$ cat src/rtl/pong_pkg.sv
// Shared definitions for the pong display path: matrix geometry, row-index
// width, scan timer width and the scanner state encoding.
package pong_pkg;

  localparam int WIDTH   = 8;
  localparam int ROW_W   = 3;
  localparam int TIMER_W = 16;

  typedef enum logic [1:0] {
    SCAN_IDLE    = 2'd0,
    SCAN_BLANK   = 2'd1,
    SCAN_DISPLAY = 2'd2
  } scan_state_e;

  function automatic logic [WIDTH-1:0] row_onehot(input logic [ROW_W-1:0] idx);
    row_onehot      = '0;
    row_onehot[idx] = 1'b1;
  endfunction

endpackage

$ cat src/rtl/scan_timer.sv
// Loadable down-counter that times the blank and dwell phases; it parks at
// zero, and done reports that the current phase is in its last cycle.
module scan_timer
  import pong_pkg::*;
(
  input  logic               clk,
  input  logic               rst,
  input  logic               load,
  input  logic [TIMER_W-1:0] load_value,
  output logic [TIMER_W-1:0] value,
  output logic               done
);

  logic [TIMER_W-1:0] value_q, value_d;

  always_comb begin
    // NOTE: every always_comb output gets a default first so no path can
    // leave it unassigned and infer a latch.
    value_d = value_q;
    if (load) begin
      value_d = load_value;
    end else if (value_q != '0) begin
      value_d = value_q - 1'b1;
    end
  end

  // NOTE: sequential state uses non-blocking assignments only, so every flop
  // samples the pre-edge value of its neighbours.
  always_ff @(posedge clk) begin
    if (rst) begin
      value_q <= '0;
    end else begin
      value_q <= value_d;
    end
  end

  assign value = value_q;
  assign done  = (value_q == '0);

endmodule

$ cat src/rtl/matrix_scanner.sv
// Row-multiplexed LED matrix scanner: each row is blanked, its columns are
// latched, then it is lit for a fixed dwell before moving to the next row.
module matrix_scanner
  import pong_pkg::*;
#(
  parameter int unsigned DWELL_CYCLES = 1000,
  parameter int unsigned BLANK_CYCLES = 4
) (
  input  logic               clk,
  input  logic               rst,
  input  logic               enable,
  input  logic [15:0]        matrix_in,
  output logic [ROW_W-1:0]   count,
  output logic [WIDTH-1:0]   row_out,
  output logic [WIDTH-1:0]   col_out,
  output logic               frame_start
);

  if (DWELL_CYCLES < 1 || DWELL_CYCLES >= (1 << TIMER_W)) begin : g_bad_dwell
    $error("matrix_scanner: DWELL_CYCLES must be in 1..65535");
  end
  if (BLANK_CYCLES < 2 || BLANK_CYCLES >= (1 << TIMER_W)) begin : g_bad_blank
    $error("matrix_scanner: BLANK_CYCLES must be in 2..65535");
  end

  localparam logic [TIMER_W-1:0] BLANK_LOAD = TIMER_W'(BLANK_CYCLES - 1);
  localparam logic [TIMER_W-1:0] DWELL_LOAD = TIMER_W'(DWELL_CYCLES - 1);

  scan_state_e        state_q, state_d;
  logic [ROW_W-1:0]   count_q, count_d;
  logic [WIDTH-1:0]   cols_q, cols_d;
  logic [WIDTH-1:0]   row_out_q, row_out_d;
  logic [WIDTH-1:0]   col_out_q, col_out_d;
  logic               frame_start_q, frame_start_d;

  logic               timer_load;
  logic [TIMER_W-1:0] timer_load_value;
  logic [TIMER_W-1:0] unused_timer_value;
  logic               timer_done;
  logic               unused_matrix_hi;

  assign unused_matrix_hi = ^matrix_in[15:8];

  scan_timer u_scan_timer (
    .clk        (clk),
    .rst        (rst),
    .load       (timer_load),
    .load_value (timer_load_value),
    .value      (unused_timer_value),
    .done       (timer_done)
  );

  // Outputs are computed for the next state so they change on the same edge
  // as the state; row_out is therefore dark on the edge where count moves.
  always_comb begin
    state_d          = state_q;
    count_d          = count_q;
    cols_d           = cols_q;
    row_out_d        = '0;
    col_out_d        = '0;
    frame_start_d    = 1'b0;
    timer_load       = 1'b0;
    timer_load_value = '0;

    unique case (state_q)
      SCAN_IDLE: begin
        if (enable) begin
          state_d          = SCAN_BLANK;
          timer_load       = 1'b1;
          timer_load_value = BLANK_LOAD;
          frame_start_d    = (count_q == '0);
        end
      end
      SCAN_BLANK: begin
        if (!enable) begin
          state_d = SCAN_IDLE;
        end else if (timer_done) begin
          state_d          = SCAN_DISPLAY;
          cols_d           = matrix_in[WIDTH-1:0];
          timer_load       = 1'b1;
          timer_load_value = DWELL_LOAD;
          row_out_d        = row_onehot(count_q);
          col_out_d        = matrix_in[WIDTH-1:0];
        end
      end
      SCAN_DISPLAY: begin
        if (!enable) begin
          state_d = SCAN_IDLE;
        end else if (timer_done) begin
          state_d          = SCAN_BLANK;
          count_d          = count_q + 1'b1;
          timer_load       = 1'b1;
          timer_load_value = BLANK_LOAD;
          frame_start_d    = (count_q == ROW_W'(WIDTH - 1));
        end else begin
          row_out_d = row_onehot(count_q);
          col_out_d = cols_q;
        end
      end
      default: state_d = SCAN_IDLE;
    endcase
  end

  always_ff @(posedge clk) begin
    if (rst) begin
      state_q       <= SCAN_IDLE;
      count_q       <= '0;
      cols_q        <= '0;
      row_out_q     <= '0;
      col_out_q     <= '0;
      frame_start_q <= 1'b0;
    end else begin
      state_q       <= state_d;
      count_q       <= count_d;
      cols_q        <= cols_d;
      row_out_q     <= row_out_d;
      col_out_q     <= col_out_d;
      frame_start_q <= frame_start_d;
    end
  end

  assign count       = count_q;
  assign row_out     = row_out_q;
  assign col_out     = col_out_q;
  assign frame_start = frame_start_q;

endmodule

$ cat config.mk
export PLATFORM = sky130hd
export DESIGN_NAME = matrix_scanner
export DESIGN_NICKNAME = d
export VERILOG_FILES = /design/src/rtl/pong_pkg.sv /design/src/rtl/scan_timer.sv /design/src/rtl/matrix_scanner.sv
export SDC_FILE = /design/constraint.sdc
export NUM_CORES = 1
export LEC_CHECK = 0
export ABC_CLOCK_PERIOD_IN_PS = 5550
export BUFFER_PORTS_ARGS = -buffer_cell sky130_fd_sc_hd__buf_2
export CORE_UTILIZATION = 50
export CTS_CLUSTER_DIAMETER = 40
export DETAILED_ROUTE_END_ITERATION = 8
export PLACE_DENSITY = 0.77
export RECOVER_POWER = 50
export SYNTH_ARGS = -nofsm -noshare
export SYNTH_HDL_FRONTEND = slang
export SYNTH_HIERARCHICAL = 1
export SYNTH_SLANG_ARGS = --single-unit
export TNS_END_PERCENT = 10
$ cat constraint.sdc
create_clock -name clk -period 5.55 [get_ports clk]
set_input_delay 1.11 -clock clk [delete_from_list [all_inputs] [get_ports clk]]
set_output_delay 1.11 -clock clk [all_outputs]
set_load 0.02 [all_outputs]
# Word-level counts from Yosys, hierarchy flattened
# Index checks and enable logic that the tools add are counted.
# word_totals
register_bits	46
input_bits	19
# classes
add_sub_neg	2
n_lt_le_gt_ge	2
eq_ne	6
mux	34
n_reduce_logical	10
# ops
cell	n
two-way mux 8 bit	8
two-way mux 16 bit	2
one-hot mux 8 bit (2 select lines)	2
one-hot mux 10 bit (3 select lines)	1
two-way mux 10 bit	2
logical NOT 16 bit	1
two-way mux 2 bit	8
nonzero test 16 bit	1
subtractor 16 x 1 -> 16 bit (second input constant)	1
AND reduction 3 bit	3
two-way mux 1 bit	7
inequality test 3 bit (second input constant)	2
one-hot mux 2 bit (3 select lines)	1
< comparator 3 x 4 -> 1 bit (second input constant)	1
one-hot mux 1 bit (2 select lines)	2
adder 3 x 1 -> 3 bit (second input constant)	1
demux 1 bit (select 3 bit)	1
== test 3 bit (second input constant)	1
greater-or-equal comparator 3 x 1 -> 1 bit (second input constant)	1
logical NOT 3 bit	1
== test 2 x 1 -> 1 bit (second input constant)	1
== test 2 bit (second input constant)	1
logical NOT 2 bit	1
inequality test 2 bit (second input constant)	1
3 further kinds	3

# Longest topological paths before layout
# logic_depth
ltp_word	7
mapped_depth	13
depth_no_buf	11

# Cells and area by module
# Netlist, hierarchy kept.
# modules_own_cells
module	instances	cells_per_inst	area_per_inst_um2
matrix_scanner	1	135	1216.2
scan_timer	1	116	964.7

# Worst setup path after synthesis
# OpenSTA, ideal clock, no wires.
# synth_path
kind	register to register
startpoint	register u_scan_timer.value_q[0], in the netlist u_scan_timer/value[0]
endpoint	register u_scan_timer.value_q[5], in the netlist u_scan_timer/value[5]
setup_time_ps	69
t_arrival_ps	2919
required_time_ps	5481
setup_slack_ps	2562
path_stages_with_launch	13
path_buffers	2
synth_period_minus_slack_ps	2988
cell_sequence	dfxtp_1 > inv_1 > ha_1 > or3b_2 > or4_4 > nor2_1 > buf_4 > a21oi_1 > nor2_1 > nor2b_1 > clkbuf_1 > nand2_1 > o21ai_1
# synth_via
elab_chain_len	5
# synth_rtl
element	line	rtl
start: declaration	scan_timer.sv:14	logic [TIMER_W-1:0] value_q, value_d;
start signal: assignment	scan_timer.sv:33	value_q <= value_d;
logical NOT 16 bit *	scan_timer.sv:38	assign done = (value_q == '0);
via timer_done	matrix_scanner.sv:39	logic timer_done;
two-way mux 1 bit *	matrix_scanner.sv:77, matrix_scanner.sv:89	
two-way mux 1 bit *	matrix_scanner.sv:87	if (!enable) begin
one-hot mux 1 bit (2 select lines) *	matrix_scanner.sv:65	unique case (state_q)
via timer_load	matrix_scanner.sv:36	logic timer_load;
two-way mux 16 bit / nonzero test 2 bit (equally long branches)	n/a	
# The timed path passes the listed nets; every way through them passes the cells marked *. The select of a mux whose other input is x is not followed.
# A chain may end at the register's enable or synchronous reset.

# Worst setup path in the final report
# layout_path
startpoint	register u_scan_timer.value_q[0], in the netlist u_scan_timer/value[0]
endpoint	register u_scan_timer.value_q[15], in the netlist u_scan_timer/value[15]
# Same word-level chain as after synthesis.

==> metrics.yaml <==
intPower_mw: 0.7195
max-clock-path-buffers: 2
clockPowerShare: 0.167
clock.fmax_mhz: 280.7
synth_ff_type: "dfxtp_1"
netlist_area_um2: 2181
ys_ff_latch: 46
synth_edf_count: 0
grt_max_degree: 30
wl_mm: 4.517
cp.required_ns: 5.75
crit_family: "simple AND/OR/NAND/NOR gates"
reg2reg_slack_ns: 1.99
grt_pass1_wl_mm: 7.403
die-area_um2: 4630
drc: 0
critPathBufInv: 2
crit_path_frequent_cell: "nor2_1"
whs_ns: 0.4619
r2r-start: "u_scan_timer/value[0]"
crit_path_cell_trace: "inv_1, ha_1, or3b_2, or4_1, nor2_1, a21oi_1, nor2_1, buf_4, nor2_1, a21oi_1, a31oi_1, and3_1"
p_sw_mw: 0.5195
grt-ovfl-total: 0
area_growth_pct: 11.47
cts_buffers: 5
status: "finished, final reports clean"
layout_commonest_cell: "dfxtp_1"
track_usage: 0.2154
finClkSkew_ns: 0.005321
fin_nets: 317
seqPwrFrac: 0.368
pwr_density_cell_nw_per_um2: 509.7
path_clk_slew_ns: 0.09
yosysSeqAreaShare: 0.4223
p_sw_frac: 0.4193
holdPathStages: 2
coreArea_um2: 4086
routedWlPerCell_um: 13.25
period_share: 0.6418
cts_tree: "done"
reg2reg_depth: 12
r2r-end: "u_scan_timer/value[15]"
drive_gt1_frac: 0.1100
vias: 1832
p_leak_nw: 0.9019
power_mw: 1.239
slew_headroom: 0.3821
drt_iter0_drc: 115
routabilityCongestion: 0.8248
max_cap_violations: 0
antenna_left: 0
crit_type: "flop to flop"
hold_viol: 0
viasPerCell: 5.372
rsz0062_at_grt: "no"
antenna_found_initial: 0
synthCells: 251
syn_area_per_cell_um2: 8.689
die_h_um: 68.05
crit_path_max_fanout: 15
worst_pin_slew_ns: 0.9184
vdd_drop_max_mv: 0.2896
crit_start: "u_scan_timer/value[0]"
h-tree-depth: 2
clock_latency_ns: 0.31
hold_path.class: "flop to flop"
endpoint_kind: "flop"
num_rows: 23
die_x_um: 68.05
synth_warnings: 6
min_to: "cols_q[7]"
cts_setup_buffers: 0
cts_sinks: 46
synthDistinctLibCells: 52
firstDrtPassIters: 4
tns_ns: 0
mostFrequentLayoutCells: "dfxtp_1 (46), nand2_1 (42), a21oi_1 (26)"
slew_viol_final: 0
cts_hold_buf: 0
diodes: 0
async_reset_ff_frac: 0
combPwrFrac: 0.465
hp-start: "cols_q[7]"
finalCriticalPeriod_ns: 3.562
post_cts_resize_count: 0
start_util: 0.5337
grt_pass1_vias: 1660
hpwlAfterDp_mm: 3.032
pin_count: 39
crit_slowest_cell: "or4_1"
arrival_ns: 3.76
max_stage_delay_ns: 0.69
setup_violations: 0
place.port_buffers: 30
cp-start-kind: "flop"
cts_root_buf: "clkbuf_8"
-- worst register-to-register path, cell delays in order, from the launching register on --
cell and delay (ns):
dfxtp_1 0.34, inv_1 0.09, ha_1 0.20, or3b_2 0.53
or4_1 0.69, nor2_1 0.58, a21oi_1 0.14, nor2_1 0.12
buf_4 0.20, nor2_1 0.14, a21oi_1 0.16, a31oi_1 0.05
and3_1 0.23
-- worst max path at each step --
stage                                         to  cells past startpoint
after floorplan            u_scan_timer/value[5]                     12
after global placement    u_scan_timer/value[15]                     12
after detailed placement  u_scan_timer/value[15]                     12
after CTS                 u_scan_timer/value[15]                     12
after global routing      u_scan_timer/value[15]                     12
final                     u_scan_timer/value[15]                     12
-- power by group through the flow --
stage                     combinational, mW  clock (mW)  sequential [mW]
after global routing                  0.641       0.223            0.468
after floorplan                       0.503           0            0.448
final                                 0.576       0.207            0.456
after CTS                             0.581       0.212            0.455
after detailed placement              0.569           0            0.461
after global placement                0.557           0            0.458
-- kinds of logic (layout without fill, tap and decap cells) --
group                    after synthesis  count (layout)  share of synthesized area
AO/OA/AOI/OAI                         54              54                     0.1543
XOR/XNOR                              10              10                    0.04016
adder cells (fa/ha/maj)                8               8                    0.04590
buffers and inverters                 20              48                    0.04704
flip-flops                            46              46                     0.4223
multiplexers                           4               4                    0.01951
other                                  1              13                   0.001720
AND/OR/NAND/NOR                      108             108                     0.2691
-- synthesized netlist by cell type (2+ instances only) --
master | n | share of area
mux2i_1 | 2 | 0.0092
inv_1 | 8 | 0.014
o21ai_0 | 7 | 0.016
nand2_1 | 42 | 0.072
nor2_1 | 17 | 0.029
nor4_1 | 3 | 0.0086
nor4_4 | 2 | 0.020
nand2b_1 | 2 | 0.0057
nand4_1 | 2 | 0.0057
dfxtp_1 | 46 | 0.42
o21ai_1 | 3 | 0.0069
nor3_1 | 10 | 0.023
a221oi_1 | 2 | 0.0080
a21oi_1 | 26 | 0.060
buf_2 | 4 | 0.0092
and3_1 | 2 | 0.0057
clkbuf_1 | 4 | 0.0069
o31ai_1 | 5 | 0.017
or3_1 | 3 | 0.0086
xnor2_1 | 9 | 0.036
ha_1 | 8 | 0.046
nand3_1 | 7 | 0.016
buf_4 | 2 | 0.0069
or4_2 | 2 | 0.0080
buf_6 | 2 | 0.010
nor2b_1 | 3 | 0.0086
nand3_2 | 2 | 0.0092
or4_4 | 2 | 0.010
-- through the flow --
step           cell area (um2)  worst slack (ns)  cells  utilization
2_1_floorplan             2226             2.562    263            -
3_3_place_gp              2381             2.209    333       0.5827
3_5_place_dp              2381             2.165    333       0.5827
4_1_cts                   2471             2.120    341       0.6047
5_1_grt                   2431             1.749    341       0.5949
6_report                  2431             1.988    341       0.5949
-- layer usage --
layer  GRT usage  routed length [um]  vias up
li1            -                   -      944
met1      0.2749                2187      855
met2      0.3431                2101       24
met3     0.05500                 135        9
met4     0.08854                  92        0
met5           0                   0        -
-- flip-flops by register name, indices dropped and copies added, names as in the netlist --
signal and count:
frame_start 1, col_out 8, cols_q 8, u_scan_timer/value 16
state_q 2, row_out 8, count 3
-- area by class of cell --
cell class | count | area [um2]
Fill cell | 398 | 1655
Multi-Input combinational cell | 197 | 1187
Sequential cell | 46 | 920.9
Timing Repair Buffer | 32 | 140.1
Clock buffer | 5 | 68.82
Tap cell | 50 | 62.56
Inverter | 8 | 30.03
Clock inverter | 3 | 21.27
No activity file was read; power rests on OpenSTA's default activity.
